**src/rtl/goomba_scheduler.sv**
```systemverilog
// Sequences goomba slots through a shared mover: one request per alive slot per
// movement tick, commits the mover's result, and periodically spawns new goombas.
module goomba_scheduler #(
  parameter int NUM_SLOTS    = 4,
  parameter int SPAWN_PERIOD = 64,
  parameter int SPAWN_X      = 600,
  parameter int RSP_TIMEOUT  = 15
) (
  input  logic               vga_clock,
  input  logic               reset,
  input  logic               movement_tick,
  input  logic signed [31:0] mario_x,
  input  logic signed [31:0] mario_y,
  output logic               req_valid,
  output logic [2:0]         req_slot,
  output logic signed [31:0] req_x,
  output logic               req_dir,
  input  logic               req_ready,
  input  logic               rsp_valid,
  input  logic signed [31:0] rsp_x,
  input  logic               rsp_dir,
  input  logic               rsp_hit,
  input  logic               rsp_stomped,
  output logic signed [31:0] goomba_x [NUM_SLOTS],
  output logic [NUM_SLOTS-1:0] goomba_alive,
  output logic               lose,
  output logic               tick_overrun,
  output logic               rsp_timeout
);

  localparam logic [2:0]         LAST_SLOT  = 3'(NUM_SLOTS - 1);
  localparam logic [9:0]         SPAWN_WRAP = 10'(SPAWN_PERIOD - 1);
  localparam logic [15:0]        WAIT_LAST  = 16'(RSP_TIMEOUT - 1);
  localparam logic signed [31:0] SPAWN_XV   = 32'(SPAWN_X);

  typedef enum logic [2:0] {IDLE, ISSUE, WAIT, COMMIT, SPAWN} state_t;

  state_t state, state_nx;
  logic [2:0]  idx, idx_nx;
  logic [15:0] wait_cnt;
  logic [9:0]  spawn_cnt;
  logic        tick_pending;

  // Storage is sized for the maximum slot count so a 3-bit index never overruns it.
  logic signed [31:0] slot_x [8];
  logic [7:0]         slot_alive;
  logic [7:0]         slot_dir;

  logic signed [31:0] rsp_x_q;
  logic               rsp_dir_q, rsp_hit_q, rsp_stomped_q;

  logic       last_slot, start_sweep, timed_out, free_found;
  logic [2:0] free_idx;

  // Mario position belongs to the mover; nothing in the scheduler consumes it.
  logic unused_mario;
  assign unused_mario = ^{mario_x, mario_y};

  assign last_slot   = (idx == LAST_SLOT);
  assign start_sweep = (state == IDLE) && !lose && (movement_tick || tick_pending);
  assign timed_out   = (state == WAIT) && !rsp_valid && (wait_cnt == WAIT_LAST);

  always_comb begin
    free_found = 1'b0;
    free_idx   = 3'd0;
    for (int i = NUM_SLOTS - 1; i >= 0; i--) begin
      if (!slot_alive[i]) begin
        free_found = 1'b1;
        free_idx   = 3'(i);
      end
    end
  end

  always_ff @(posedge vga_clock or negedge reset) begin
    if (!reset) state <= IDLE;
    else        state <= state_nx;
  end

  always_comb begin
    state_nx = state;
    idx_nx   = idx;
    case (state)
      IDLE: begin
        if (start_sweep) begin
          state_nx = ISSUE;
          idx_nx   = 3'd0;
        end
      end
      ISSUE: begin
        if (!slot_alive[idx]) begin
          if (last_slot) state_nx = SPAWN;
          else           idx_nx   = idx + 3'd1;
        end else if (req_ready) begin
          state_nx = WAIT;
        end
      end
      WAIT: begin
        if (rsp_valid) begin
          state_nx = COMMIT;
        end else if (timed_out) begin
          state_nx = last_slot ? SPAWN : ISSUE;
          idx_nx   = last_slot ? idx : idx + 3'd1;
        end
      end
      COMMIT: begin
        if (rsp_hit_q && !rsp_stomped_q) begin
          state_nx = IDLE;
        end else begin
          state_nx = last_slot ? SPAWN : ISSUE;
          idx_nx   = last_slot ? idx : idx + 3'd1;
        end
      end
      SPAWN:   state_nx = IDLE;
      default: state_nx = IDLE;
    endcase
  end

  always_comb begin
    req_valid = (state == ISSUE) && slot_alive[idx];
    req_slot  = idx;
    req_x     = slot_x[idx];
    req_dir   = slot_dir[idx];
  end

  always_ff @(posedge vga_clock or negedge reset) begin
    if (!reset) begin
      idx          <= 3'd0;
      wait_cnt     <= 16'd0;
      spawn_cnt    <= 10'd0;
      tick_pending <= 1'b0;
      tick_overrun <= 1'b0;
      rsp_timeout  <= 1'b0;
      lose         <= 1'b0;
      slot_alive   <= 8'd0;
      slot_dir     <= 8'd0;
      for (int i = 0; i < 8; i++) slot_x[i] <= 32'sd0;
    end else begin
      idx <= idx_nx;
      if (state == ISSUE)     wait_cnt <= 16'd0;
      else if (state == WAIT) wait_cnt <= wait_cnt + 16'd1;
      if (timed_out) rsp_timeout <= 1'b1;

      // A tick during a sweep is queued once; a second one is dropped.
      if (start_sweep) begin
        tick_pending <= 1'b0;
      end else if (movement_tick && !lose && state != IDLE) begin
        if (tick_pending) tick_overrun <= 1'b1;
        else              tick_pending <= 1'b1;
      end

      if (state == COMMIT) begin
        if (rsp_stomped_q) begin
          slot_alive[idx] <= 1'b0;
        end else begin
          slot_x[idx]   <= rsp_x_q;
          slot_dir[idx] <= rsp_dir_q;
          if (rsp_hit_q) lose <= 1'b1;
        end
      end

      if (state == SPAWN) begin
        if (spawn_cnt == SPAWN_WRAP) begin
          spawn_cnt <= 10'd0;
          if (free_found) begin
            slot_alive[free_idx] <= 1'b1;
            slot_x[free_idx]     <= SPAWN_XV;
            slot_dir[free_idx]   <= 1'b0;
          end
        end else begin
          spawn_cnt <= spawn_cnt + 10'd1;
        end
      end
    end
  end

  // Response payload is only meaningful in the COMMIT that follows its capture.
  always_ff @(posedge vga_clock) begin
    if (state == WAIT && rsp_valid) begin
      rsp_x_q       <= rsp_x;
      rsp_dir_q     <= rsp_dir;
      rsp_hit_q     <= rsp_hit;
      rsp_stomped_q <= rsp_stomped;
    end
  end

  always_comb begin
    for (int i = 0; i < NUM_SLOTS; i++) goomba_x[i] = slot_x[i];
    goomba_alive = slot_alive[NUM_SLOTS-1:0];
  end

endmodule

```
**config.mk**
```make
export PLATFORM = sky130hd
export DESIGN_NAME = goomba_scheduler
export DESIGN_NICKNAME = d
export VERILOG_FILES = /design/src/rtl/goomba_scheduler.sv
export SDC_FILE = /design/constraint.sdc
export NUM_CORES = 1
export LEC_CHECK = 0
export BUFFER_PORTS_ARGS = -buffer_cell sky130_fd_sc_hd__buf_2
export CAP_MARGIN = 20
export CORE_MARGIN = 8
export CORE_UTILIZATION = 59
export DETAILED_ROUTE_END_ITERATION = 7
export PLACE_DENSITY = 0.8
export SYNTH_ARGS = -nofsm -noshare
export SYNTH_HDL_FRONTEND = slang
export SYNTH_SLANG_ARGS = --single-unit
```
**constraint.sdc**
```tcl
create_clock -name vga_clock -period 5.8 [get_ports vga_clock]
set_input_delay 1.45 -clock vga_clock [delete_from_list [all_inputs] [get_ports vga_clock]]
set_output_delay 1.45 -clock vga_clock [all_outputs]
set_load 0.01 [all_outputs]
```
# Word-level counts from Yosys, hierarchy flattened

Index checks and enable logic that the tools add are counted.

Register bits after elaboration: 343
Input bits: 104
Logic and storage cells: 147

$add $sub $neg: 3
Magnitude comparators: 8
Eq/ne operators: 15
Multiplexer cells: 61
Bitwise logic cells: 12
Reduce and logical (&&, ||, !) cells: 26

Operators by type and width:

| cell                                                              | number |
|---|---|
| 256-bit two-way mux                                               | 5 |
| 256-bit bitwise mux                                               | 1 |
| 224-bit bitwise AND                                               | 1 |
| 224-bit inverter                                                  | 1 |
| 32-bit demux with 3-bit select                                    | 2 |
| 32-bit two-way mux                                                | 4 |
| 32-bit binary-select mux with 3-bit select                        | 1 |
| 8-bit two-way mux                                                 | 10 |
| 3-bit two-way mux                                                 | 16 |
| 16-bit two-way mux                                                | 2 |
| 32-bit OR                                                         | 1 |
| 3-bit one-hot mux with 4 select lines                             | 2 |
| 16-bit by 1-bit adder with 16-bit output (second input constant)  | 1 |
| 8-bit bitwise AND                                                 | 2 |
| 16-bit by 4-bit == test with 1-bit output (second input constant) | 1 |
| 8-bit inverter                                                    | 2 |
| 1-bit logical AND                                                 | 13 |
| 10-bit by 1-bit adder with 10-bit output (second input constant)  | 1 |
| 10-bit by 6-bit == test with 1-bit output (second input constant) | 1 |
| 1-bit two-way mux                                                 | 10 |
| 10-bit two-way mux                                                | 1 |
| 2-bit inequality test (second input constant)                     | 5 |
| 3-bit by 2-bit == test with 1-bit output (second input constant)  | 3 |
| 3-bit inequality test (second input constant)                     | 3 |
| other kinds (23)                                                  | 36 |

# Longest topological paths before layout

Depth after elaboration: 14
Depth in mapped cells: 8
Gate-level depth less buffers: 7

# Least setup slack after synthesis

No wires, ideal clock.

Kind: register to output
Start: register idx[0] (netlist: req_slot[0])
End: output port req_x[13]
Arrival time: 2.004 ns
Data required time: 4.350 ns
Path slack: 2.346 ns
Stages on the path, launching flop included: 8
Path buffers: 5
Cells stage by stage: dfrtp_1 buf_2 buf_2 buf_1 clkbuf_1 clkbuf_1 nand2_1 nand2_1

Cells in the longest elaborated chain, start to end: 4

Ends and longest elaborated chain:

| item                                                   | line | source |
|---|---|---|
| start, declared                                        | 39   | `logic [2:0] idx, idx_nx;` |
| start signal, assigned                                 | 138  | `idx <= idx_nx;` |
| 3-bit inverter with 4-bit output (not written as such) | 121  | `req_x = slot_x[idx];` |
| 32-bit binary-select mux with 3-bit select             | 121  |  |
| 32-bit two-way mux (not written as such) (2 in series) | 121  |  |
| end, declared                                          | 16   | `output logic signed [31:0] req_x,` |

No other way between the ends. The select of a mux whose other input is x is not followed.

# Worst setup path in the final report

Start: register idx[0] (netlist: req_slot[0])
End: output port req_x[16]

The elaborated chain is that of the path after synthesis.

==> key figures <==
Run status
  – Status: finished, final reports clean

Drt
  – Avg WL per Cell: 24.2 um
  – Vias per cell: ~6.2
  – Antenna viol nets, final: 0
  – Final WL: 47.8 mm
  – Pre-antenna DRT Iters: 5
  – Initial DRC count: ~1300
  – Detailed-route DRC error count: 0
  – Routed vias: about 12000

Place
  – GPL Wtd Cong: a little under 0.9
  – Placed Area: around 17000 sq um
  – PortBufs: approximately 210
  – Post-DP HPWL: between 20 and 30 mm
  – Pre-CTS WS: 1.51 ns
  – Post-Place Cells: around 1900

GRT
  – Grt met2 use: 45.4%
  – Total GRT Usage: 28.3%
  – First-pass GRT wire length: approximately 74 mm
  – Global Route met1 Usage: a little under two fifths
  – Gr busiest metal: met2
  – Antenna violations before repair: 1
  – Gr ovfl total: 0
  – Number of global-route vias before repair: around 13000
  – GR Util met3: slightly below 6%
  – Largest net degree at the start of global routing: roughly 140

STA
  – Hold_ws: 0.455 ns
  – Period utilization: 85.7%
  – Fin. Hold Viols: 0
  – Worst-margin pin slew: 1.21 ns
  – RSZ-0062 raised after global routing: false
  – Min Clock Period, post-route: a little under 5 ns
  – Final setup vio count: 0
  – Setup Skew: between 0.015 and 0.02 ns
  – Max Freq: 201 MHz
  – Worst setup margin: a little over 0.8 ns
  – Max-slew violations: 0
  – Fin Setup TNS: 0 ns
  – Max_slew headroom: a little under a fifth

Cells and area
  – Area growth syn-to-layout: 10.2%
  – ANT cells: 0
  – Post-route cell area: approximately 18000 sq um
  – # nets final: 1674
  – Layout Cells excl Fill: a little under 2000
  – Fraction of layout instances using a drive strength above 1: 32.2%
  – Core Util, Final: about two thirds

Synthesis
  – #FFs+latches synth: 343
  – Net Count, Synth: 1628
  – Post-synth cell types: between 60 and 70
  – Async SR Flop Fraction: ~90%
  – Synth warn: 0
  – Post-synth EDFFs: 35
  – Avg Cell Area, Syn: approximately 11 sq um
  – Post-synthesis sequential area ratio: a little over half
  – Synth Flop Type: dfrtp_1
  – Synthesized area: 16500 sq um
  – Cells after synthesis: 1519

Clock tree
  – Cts bufs inserted: 38
  – Maximum clock path buffer count: 3
  – Root Buffer: clkbuf_16
  – H-Tree Depth: 2
  – Post_cts resized: 0
  – CTS Hold Bufs: 0
  – Skew-Pair Late Insertion Delay: around 0.53 ns
  – CTS tree: built
  – Postcts setup bufs: 0
  – CTS sink count: ~340
  – Clock transition at path regs: 0.06 ns

Setup path
  – Crit Path Max Fanout: 22
  – WP data required: roughly 4.4 ns
  – Worst Setup Start Kind: register
  – Worst setup path class: register to output port
  – CP arrival: approximately 3.5 ns
  – CP endpoint kind: output port

Power and ir drop
  – Int Power: 4.34 mW
  – Clock network fraction of total power: between 30% and 40%
  – Seq pwr share: between 40% and 50%
  – Total power: around 6.2 mW
  – Leakage: a little under 9 nW
  – Power Density: ~340 nW/um^2
  – Worst vdd ir: about 270 uV
  – Combinational power share: a little under a fifth
  – Switching power: between 1.5 and 2 mW
  – Switching Fraction: between 30% and 40%

Floorplan
  – Initial core utilization: 59.7%
  – Horiz. Die Dim: about 180 um
  – Standard-cell rows: between 60 and 70
  – Die area: between 30000 and 40000 sq um
  – Die Y: roughly 180 um
  – Top Ports: between 200 and 300
  – Core area: 27600 sq um

Flow run
  – Max cap viols: 0

Worst hold path
  – Hold WC Path Type: register to register
## kinds of logic (layout without fill, tap and decap cells)
group,count (synthesis),count (layout),share of synthesized area [%]
and+or+nand+nor,473,473,12.2
buffers and inverters,234,310,8.61
muxes,214,214,16.3
DFF,343,343,53.1
adders and majority gates,5,5,0.379
xor gates and xnor gates,6,6,0.319
AOI/OAI and AO/OA,244,244,9.03
## cell usage after synthesis, types with 13 or more instances
master | n | share of area, %
a221oi_1 | 28 | 1.5
nand3_1 | 28 | 0.85
buf_4 | 134 | 6.1
dfrtp_1 | 308 | 47
clkbuf_1 | 57 | 1.3
mux4_2 | 27 | 3.7
o21ai_0 | 26 | 0.79
a21oi_1 | 125 | 3.8
nor2_1 | 37 | 0.84
mux2_2 | 170 | 12
nand2_1 | 349 | 7.9
edfxtp_1 | 35 | 6.4
mux2i_1 | 17 | 1.0
o22ai_1 | 13 | 0.49
buf_2 | 19 | 0.58
a22oi_1 | 17 | 0.77
## metal layers
layer	wire [um]	share of wire (%)	vias to the layer above
li1	-	-	5256
met1	18800	39	6265
met2	22900	48	657
met3	4310	9.0	126
met4	1810	3.8	2
met5	13	0.027	-
## worst max-delay path, stage by stage (launching register included)
cell      delay (ns)
dfrtp_2         0.35
clkinv_1        0.72
nor2_1          1.11
a221oi_1        0.25
o21ai_0         0.37
buf_2           0.20
## path summary, 6_finish.rpt
kind | from | to | slack, ns | cells past startpoint
min in group asynchronous | reset | goomba_x[6] | 1.06 | 1
max | req_slot[0] | req_x[16] | 0.83 | 5
max in group asynchronous | reset | goomba_x[121] | 3.47 | 2
min | rsp_timeout | rsp_timeout | 0.45 | 1
max reg2reg | req_slot[2] | register | 2.20 | 5
min reg2reg | rsp_timeout | rsp_timeout | 0.45 | 1
## layout by cell type, fill, tap and decap left out, drive strengths merged, types with 13 or more instances in the layout
master,netlist,final
a21oi,125,125
o21ai,26,26
a22oi,17,17
mux4,27,27
dfrtp,308,308
mux2,170,170
nand2,349,349
nor2,37,37
clkbuf,57,59
nand3,29,29
edfxtp,35,35
mux2i,17,17
a221oi,28,28
buf,166,229
o22ai,13,13
## power groups by stage
stage,combinational (mW),sequential [mW],clock (mW)
after detailed placement,1.17,2.62,0
after global placement,1.16,2.62,0
after floorplan,0.762,2.54,0
after CTS,1.18,2.58,2.46
final,1.19,2.58,2.45
after global routing,1.26,2.59,2.56
## final cells by class
cell class,count,area [sq um]
fillers,2142,9460
multi-input cells,942,6390
clock buffers,59,1160
clock inverters,11,110
flip-flops and latches,343,8770
repair buffers,229,1220
well taps,378,473
inverters,11,41.3
Note: power is estimated with default switching activity, not from simulation.
